$ cat src/rtl/dma_irq_coalesce.sv
// -----------------------------------------------------------------------------
// dma_irq_coalesce
//
// Coalesces per-transfer completion pulses from an iDMA backend into a single
// level interrupt. An interrupt is raised once enough completions have
// accumulated (threshold) or, optionally, once the oldest pending completion
// has waited long enough (timeout). Software acknowledges with irq_ack_i.
//
// Optional feature:
//   DMA_IRQ_COALESCE_TIMEOUT_EN - when defined, adds the timeout timer and the
//                                 timeout fire term. When undefined, timeout_i
//                                 is ignored and only the threshold fires.
//
// Parameters:
//   CntWidth   - width of the completion counters
//   TimerWidth - width of the timeout timer and timeout_i
//
// Ports:
//   clk_i            - clock, all state changes on the rising edge
//   rst_i            - synchronous active-high reset
//   trans_complete_i - one pulse per completed transfer
//   enable_i         - permits interrupt generation
//   threshold_i      - completions per interrupt (0 behaves as 1)
//   timeout_i        - cycles from first pending completion to forced
//                      interrupt (0 disables)
//   irq_ack_i        - software acknowledge, only honoured while irq_o is high
//   irq_o            - coalesced interrupt, level, registered
//   fired_cnt_o      - completions covered by the current / last interrupt
//   pending_cnt_o    - completions not yet covered by an interrupt
//   overflow_o       - sticky: a completion arrived with pending saturated
// -----------------------------------------------------------------------------
module dma_irq_coalesce #(
  parameter int unsigned CntWidth   = 8,
  parameter int unsigned TimerWidth = 16
) (
  input  logic                  clk_i,
  input  logic                  rst_i,
  input  logic                  trans_complete_i,
  input  logic                  enable_i,
  input  logic [CntWidth-1:0]   threshold_i,
  input  logic [TimerWidth-1:0] timeout_i,
  input  logic                  irq_ack_i,
  output logic                  irq_o,
  output logic [CntWidth-1:0]   fired_cnt_o,
  output logic [CntWidth-1:0]   pending_cnt_o,
  output logic                  overflow_o
);

  typedef enum logic [1:0] {
    IDLE  = 2'd0,   // nothing pending
    ACCUM = 2'd1,   // completions pending, timer running
    FIRE  = 2'd2    // interrupt asserted, waiting for acknowledge
  } state_e;

  state_e              state_q;
  logic                irq_q;
  logic                overflow_q;
  logic [CntWidth-1:0] pending_q;
  logic [CntWidth-1:0] fired_q;

  // Pending count after this cycle's pulse; it saturates instead of wrapping so
  // the count never under-reports, and the lost pulse is flagged as overflow.
  logic [CntWidth-1:0] pending_d;
  logic                sat_hit;
  logic [CntWidth-1:0] thr_eff;
  logic                thr_hit;
  logic                timeout_hit;
  logic                fire;
  logic                ack_fire;

  assign sat_hit   = trans_complete_i && (pending_q == '1);
  assign pending_d = (pending_q == '1) ? pending_q
                                       : pending_q + CntWidth'(trans_complete_i);

  assign thr_eff   = (threshold_i == '0) ? CntWidth'(1) : threshold_i;
  assign thr_hit   = (pending_d >= thr_eff);

`ifdef DMA_IRQ_COALESCE_TIMEOUT_EN
  logic [TimerWidth-1:0] timer_q;

  // The timer counts cycles since the first pending completion; the pending
  // qualifier keeps a timeout of 1 from firing with nothing to report.
  assign timeout_hit = (timeout_i != '0) && (pending_d != '0) &&
                       (timer_q == timeout_i - TimerWidth'(1));
`else
  // Timeout input is intentionally unused in the threshold-only build.
  logic unused_timeout;
  assign unused_timeout = ^timeout_i;
  assign timeout_hit    = 1'b0;
`endif

  assign fire     = enable_i && (thr_hit || timeout_hit);
  assign ack_fire = (state_q == FIRE) && irq_ack_i;

  // NOTE: every register below is assigned with <= so all of them see the
  // pre-edge values of each other, regardless of statement order.
  always_ff @(posedge clk_i) begin
    if (rst_i) begin
      state_q    <= IDLE;
      irq_q      <= 1'b0;
      overflow_q <= 1'b0;
      pending_q  <= '0;
      fired_q    <= '0;
`ifdef DMA_IRQ_COALESCE_TIMEOUT_EN
      timer_q    <= '0;
`endif
    end else begin
      // Acknowledge clears the sticky flag, but a saturating pulse in the same
      // cycle is a fresh event and must not be lost.
      overflow_q <= (ack_fire ? 1'b0 : overflow_q) | sat_hit;

      case (state_q)
        IDLE, ACCUM: begin
          if (fire) begin
            state_q   <= FIRE;
            irq_q     <= 1'b1;
            fired_q   <= pending_d;
            pending_q <= '0;
`ifdef DMA_IRQ_COALESCE_TIMEOUT_EN
            timer_q   <= '0;
`endif
          end else begin
            pending_q <= pending_d;
            // In ACCUM pending_d is never zero, so this also keeps ACCUM.
            if (pending_d != '0) begin
              state_q <= ACCUM;
            end
`ifdef DMA_IRQ_COALESCE_TIMEOUT_EN
            // Timer only runs while accumulating with interrupts enabled;
            // the cycle of the first pulse leaves it at zero.
            if ((state_q == ACCUM) && enable_i) begin
              timer_q <= (timer_q == '1) ? timer_q : timer_q + TimerWidth'(1);
            end else begin
              timer_q <= '0;
            end
`endif
          end
        end

        FIRE: begin
          pending_q <= pending_d;
`ifdef DMA_IRQ_COALESCE_TIMEOUT_EN
          timer_q   <= '0;
`endif
          if (irq_ack_i) begin
            irq_q   <= 1'b0;
            state_q <= (pending_d != '0) ? ACCUM : IDLE;
          end
        end

        default: begin
          state_q <= IDLE;
          irq_q   <= 1'b0;
        end
      endcase
    end
  end

  assign irq_o         = irq_q;
  assign fired_cnt_o   = fired_q;
  assign pending_cnt_o = pending_q;
  assign overflow_o    = overflow_q;

endmodule

$ cat config.mk
export PLATFORM = sky130hd
export DESIGN_NAME = dma_irq_coalesce
export DESIGN_NICKNAME = d
export VERILOG_FILES = /design/src/rtl/dma_irq_coalesce.sv
export SDC_FILE = /design/constraint.sdc
export NUM_CORES = 1
export LEC_CHECK = 0
export CORE_ASPECT_RATIO = 2
export CORE_MARGIN = 5
export CORE_UTILIZATION = 47
export CTS_BUF_LIST = sky130_fd_sc_hd__clkbuf_16
export CTS_CLUSTER_DIAMETER = 30
export DETAILED_ROUTE_END_ITERATION = 8
export MAX_ROUTING_LAYER = met4
export PLACE_DENSITY = 0.92
export SLEW_MARGIN = 20
export SYNTH_ARGS = -nofsm -noshare
export SYNTH_HDL_FRONTEND = slang
export SYNTH_SLANG_ARGS = --single-unit
export TNS_END_PERCENT = 1
$ cat constraint.sdc
create_clock -name clk_i -period 8.19 [get_ports clk_i]
set_input_delay 0.819 -clock clk_i [delete_from_list [all_inputs] [get_ports clk_i]]
set_output_delay 0.819 -clock clk_i [all_outputs]
set_load 0.02 [all_outputs]
==> results.sh <==
export IMPL_die_w_um=46.4
export IMPL_cp_data_required_time_ns=8.28
export IMPL_drv_slew=0
export IMPL_io_pins=47
export IMPL_r2r_cells=12
export IMPL_finalHoldViolations=0
export IMPL_dr_first_iter_drc_count=92
export IMPL_cts_clk_slew_worst_paths_ns=0.06
export IMPL_worst_slew_pin_slew_ns=0.801
export IMPL_gr_total_overflow=0
export IMPL_cp_top_family="compound AO/OA/AOI/OAI gates"
export IMPL_grt_use_met3=0.0238
export IMPL_portBuffers=30
export IMPL_netlist_area_um2=1250
export IMPL_hold_class="flip-flop to flip-flop"
export IMPL_detailed_place_hpwl_um=2570
export IMPL_finalWirelength_um=3470
export IMPL_grt_usage=0.199
export IMPL_ys_warnings_count=0
export IMPL_clk_latency_ns=0.25
export IMPL_synth_ff_latch_count=20
export IMPL_antenna_found_initial=0
export IMPL_ir_drop_mv=0.118
export IMPL_drc=0
export IMPL_drive_gt1_frac=0.0682
export IMPL_path_common_cell="ha_1"
export IMPL_grt_util_met2=0.324
export IMPL_max_slew_margin_rel=0.464
export IMPL_wire_per_inst_um=17.0
export IMPL_vias_per_cell=6.37
export IMPL_nets=215
export IMPL_synthesis_nets=187
export IMPL_first_pass_iters=4
export IMPL_grtUsageMet1=0.218
export IMPL_finalCritPeriodShare=0.549
export IMPL_coreArea_um2=2570
export IMPL_cellLeakagePower_uw=0.000624
export IMPL_r2r_end="pending_cnt_o[1]"
export IMPL_hold_buffers=0
export IMPL_syn_area_per_cell_um2=8.38
export IMPL_post_cts_resized=0
export IMPL_path_cells="clkdlybuf4s50_1 -> ha_1 -> ha_1 -> nand3_1 -> o31ai_1 -> inv_1 -> ha_1 -> nand2_1 -> a21oi_1 -> a211oi_1 -> o31a_1 -> nor2_4 -> a2111oi_0"
export IMPL_hold_end="irq_o"
export IMPL_busiest_layer="met2"
export IMPL_yosysSeqAreaShare=0.321
export IMPL_r2r_start="pending_cnt_o[0]"
export IMPL_grt_pass1_vias=1318
export IMPL_arrival_ns=4.59
export IMPL_cts_buffers=3
export IMPL_start_util=0.486
export IMPL_antenna_left=0
export IMPL_cts_num_sinks=20
export IMPL_clock_skew_ns=0.00257
export IMPL_rrSetupSlack_ns=4.32
export IMPL_hold_path_startpoint="irq_o"
export IMPL_cts_tree="built"
export IMPL_final_cells=204
export IMPL_syn_inst=149
export IMPL_placed_area_um2=1540
export IMPL_startpoint_type="input pin"
export IMPL_slowest_delay_ns=0.56
export IMPL_diodes=0
export IMPL_cts_setup_buffers=0
export IMPL_rows=26
export IMPL_status="completed"
export IMPL_grt_max_degree=22
export IMPL_die_area_um2=3850
export IMPL_setup_viol=0
export IMPL_crit_buf_inv=2
export IMPL_period_needed_ns=4.50
export IMPL_areaGrowthSynthToFinish_pct=29.9
export IMPL_cts_root_buf="clkbuf_16"
export IMPL_p_per_area_nw_per_um2=146
export IMPL_dp_cells=200
export IMPL_crit_slowest_cell="a2111oi_0"
export IMPL_fmax_ghz=0.222
export IMPL_htree_levels=1
export IMPL_grt_pass1_wl_um=5700
export IMPL_crit_path_max_fanout=14
export IMPL_critical_path_class="input pin to flip-flop"
export IMPL_ys_types=42
export IMPL_crit_path_end_kind="flip-flop"
export IMPL_grt_setup_unrepaired="false"
export IMPL_clockBufferDepth=2
export IMPL_place_gp_congestion=0.884
export IMPL_dr_total_vias=1300
export IMPL_finalSetupTns_ns=0
export IMPL_drv_cap=0
export IMPL_fp_dieH_um=82.9
export IMPL_hold_depth=2
export IMPL_stdcell_area_um2=1620
[synthesized netlist by cell type]
library cell,instances,share of area
a211oi_1,5,0.030
buf_6,1,0.0090
a22oi_1,1,0.0060
a2111oi_0,3,0.021
o22ai_1,1,0.0050
o31a_1,1,0.0070
o32ai_1,4,0.028
or3b_2,1,0.0070
nand3_1,10,0.040
dfxtp_1,20,0.32
nand2b_1,8,0.040
nor3_1,5,0.020
xnor2_1,3,0.021
a41o_1,1,0.0080
nor2_4,1,0.0090
nand2_1,6,0.018
ha_1,9,0.090
or3_1,1,0.0050
a211oi_2,1,0.010
o21ai_0,6,0.024
nand3b_1,1,0.0060
buf_1,2,0.0060
maj3_2,1,0.0090
nor2b_1,1,0.0050
a21oi_2,1,0.0070
nor4_1,1,0.0050
xor2_1,2,0.014
clkbuf_1,2,0.0060
o21ba_1,1,0.0080
a311oi_2,1,0.012
o211ai_1,1,0.0060
a21o_1,1,0.0060
inv_1,13,0.039
and4_1,1,0.0070
a21oi_1,13,0.052
buf_4,2,0.012
or2_2,2,0.010
nor2_1,9,0.027
nand4_1,3,0.015
a31oi_1,1,0.0050
o31ai_4,1,0.017
o31ai_1,1,0.0060
[power by group]
| group | switching (µW) | total (µW) | internal (µW) |
|---|---|---|---|
| combinational | 17.3 | 33.0 | 15.7 |
| clock | 35.9 | 101 | 65.0 |
| sequential | 3.31 | 103 | 99.5 |
| total | 56.5 | 237 | 180 |
[per-layer routing]
metal  up-vias  share of wire
li1        606              -
met1       620           0.36
met3        15          0.050
met2        59           0.54
met4         0          0.043
met5         -              0
[worst min-delay path, delay by kind of cell (launching register included)]
family           cells  cell delay (ns)
AO/OA/AOI/OAI        1             0.06
AND/OR/NAND/NOR      1             0.05
flip-flops           1             0.31
[stage by stage]
step	util	hold WS (ns)	worst slack [ns]	power (µW)
global placement	0.600	0.445	3.94	135
CTS	0.631	0.465	3.74	236
floorplan	-	0.510	4.83	123
finish	0.631	0.463	3.69	237
global route	0.631	0.478	3.59	244
detailed placement	0.600	0.456	3.75	137
[cells in the final DEF (no fill, tap or decap), types with 2 or more instances in the layout]
master,count
nor2_1,9
xnor2_1,3
xor2_1,2
ha_1,9
a21oi_1,13
nand4_1,3
a2111oi_0,3
nand2b_1,8
nor3_1,5
inv_1,13
clkbuf_16,3
or2_2,2
a211oi_1,5
o32ai_1,4
o21ai_0,6
dfxtp_1,20
clkdlybuf4s50_1,30
nand3_1,10
nand2_1,6
[kinds of logic after synthesis]
kind of cell,synth area share
xor gates and xnor gates,0.0351
AOI/OAI and AO/OA,0.259
buffers and inverters,0.0721
adders and majority gates,0.0992
and+or+nand+nor,0.214
DFF,0.321
[cell type report]
| class | instances | area [µm²] |
|---|---|---|
| clock buffer | 3 | 75.1 |
| multi-input combinational | 109 | 758 |
| inverter | 13 | 48.8 |
| clock inverter | 1 | 3.75 |
| fill | 232 | 948 |
| sequential | 20 | 400 |
| tap | 28 | 35.0 |
| timing repair buffer | 30 | 300 |
[how the worst max path moves through the flow]
stage	from	endpoint	slack, ns	depth (start not counted)
floorplan	trans_complete_i	pending_cnt_o[4]	4.83	13
global placement	trans_complete_i	pending_cnt_o[0]	3.94	13
detailed placement	trans_complete_i	pending_cnt_o[0]	3.75	13
CTS	trans_complete_i	pending_cnt_o[1]	3.74	13
global route	trans_complete_i	pending_cnt_o[1]	3.59	13
finish	trans_complete_i	pending_cnt_o[1]	3.69	13
[sequential cells by signal (all words and copies together) (netlist names)]
| name | flops |
|---|---|
| pending_cnt_o | 8 |
| fired_cnt_o | 8 |
| overflow_o | 1 |
| state_q | 2 |
| irq_o | 1 |
Note: power is estimated with default switching activity, not from simulation.
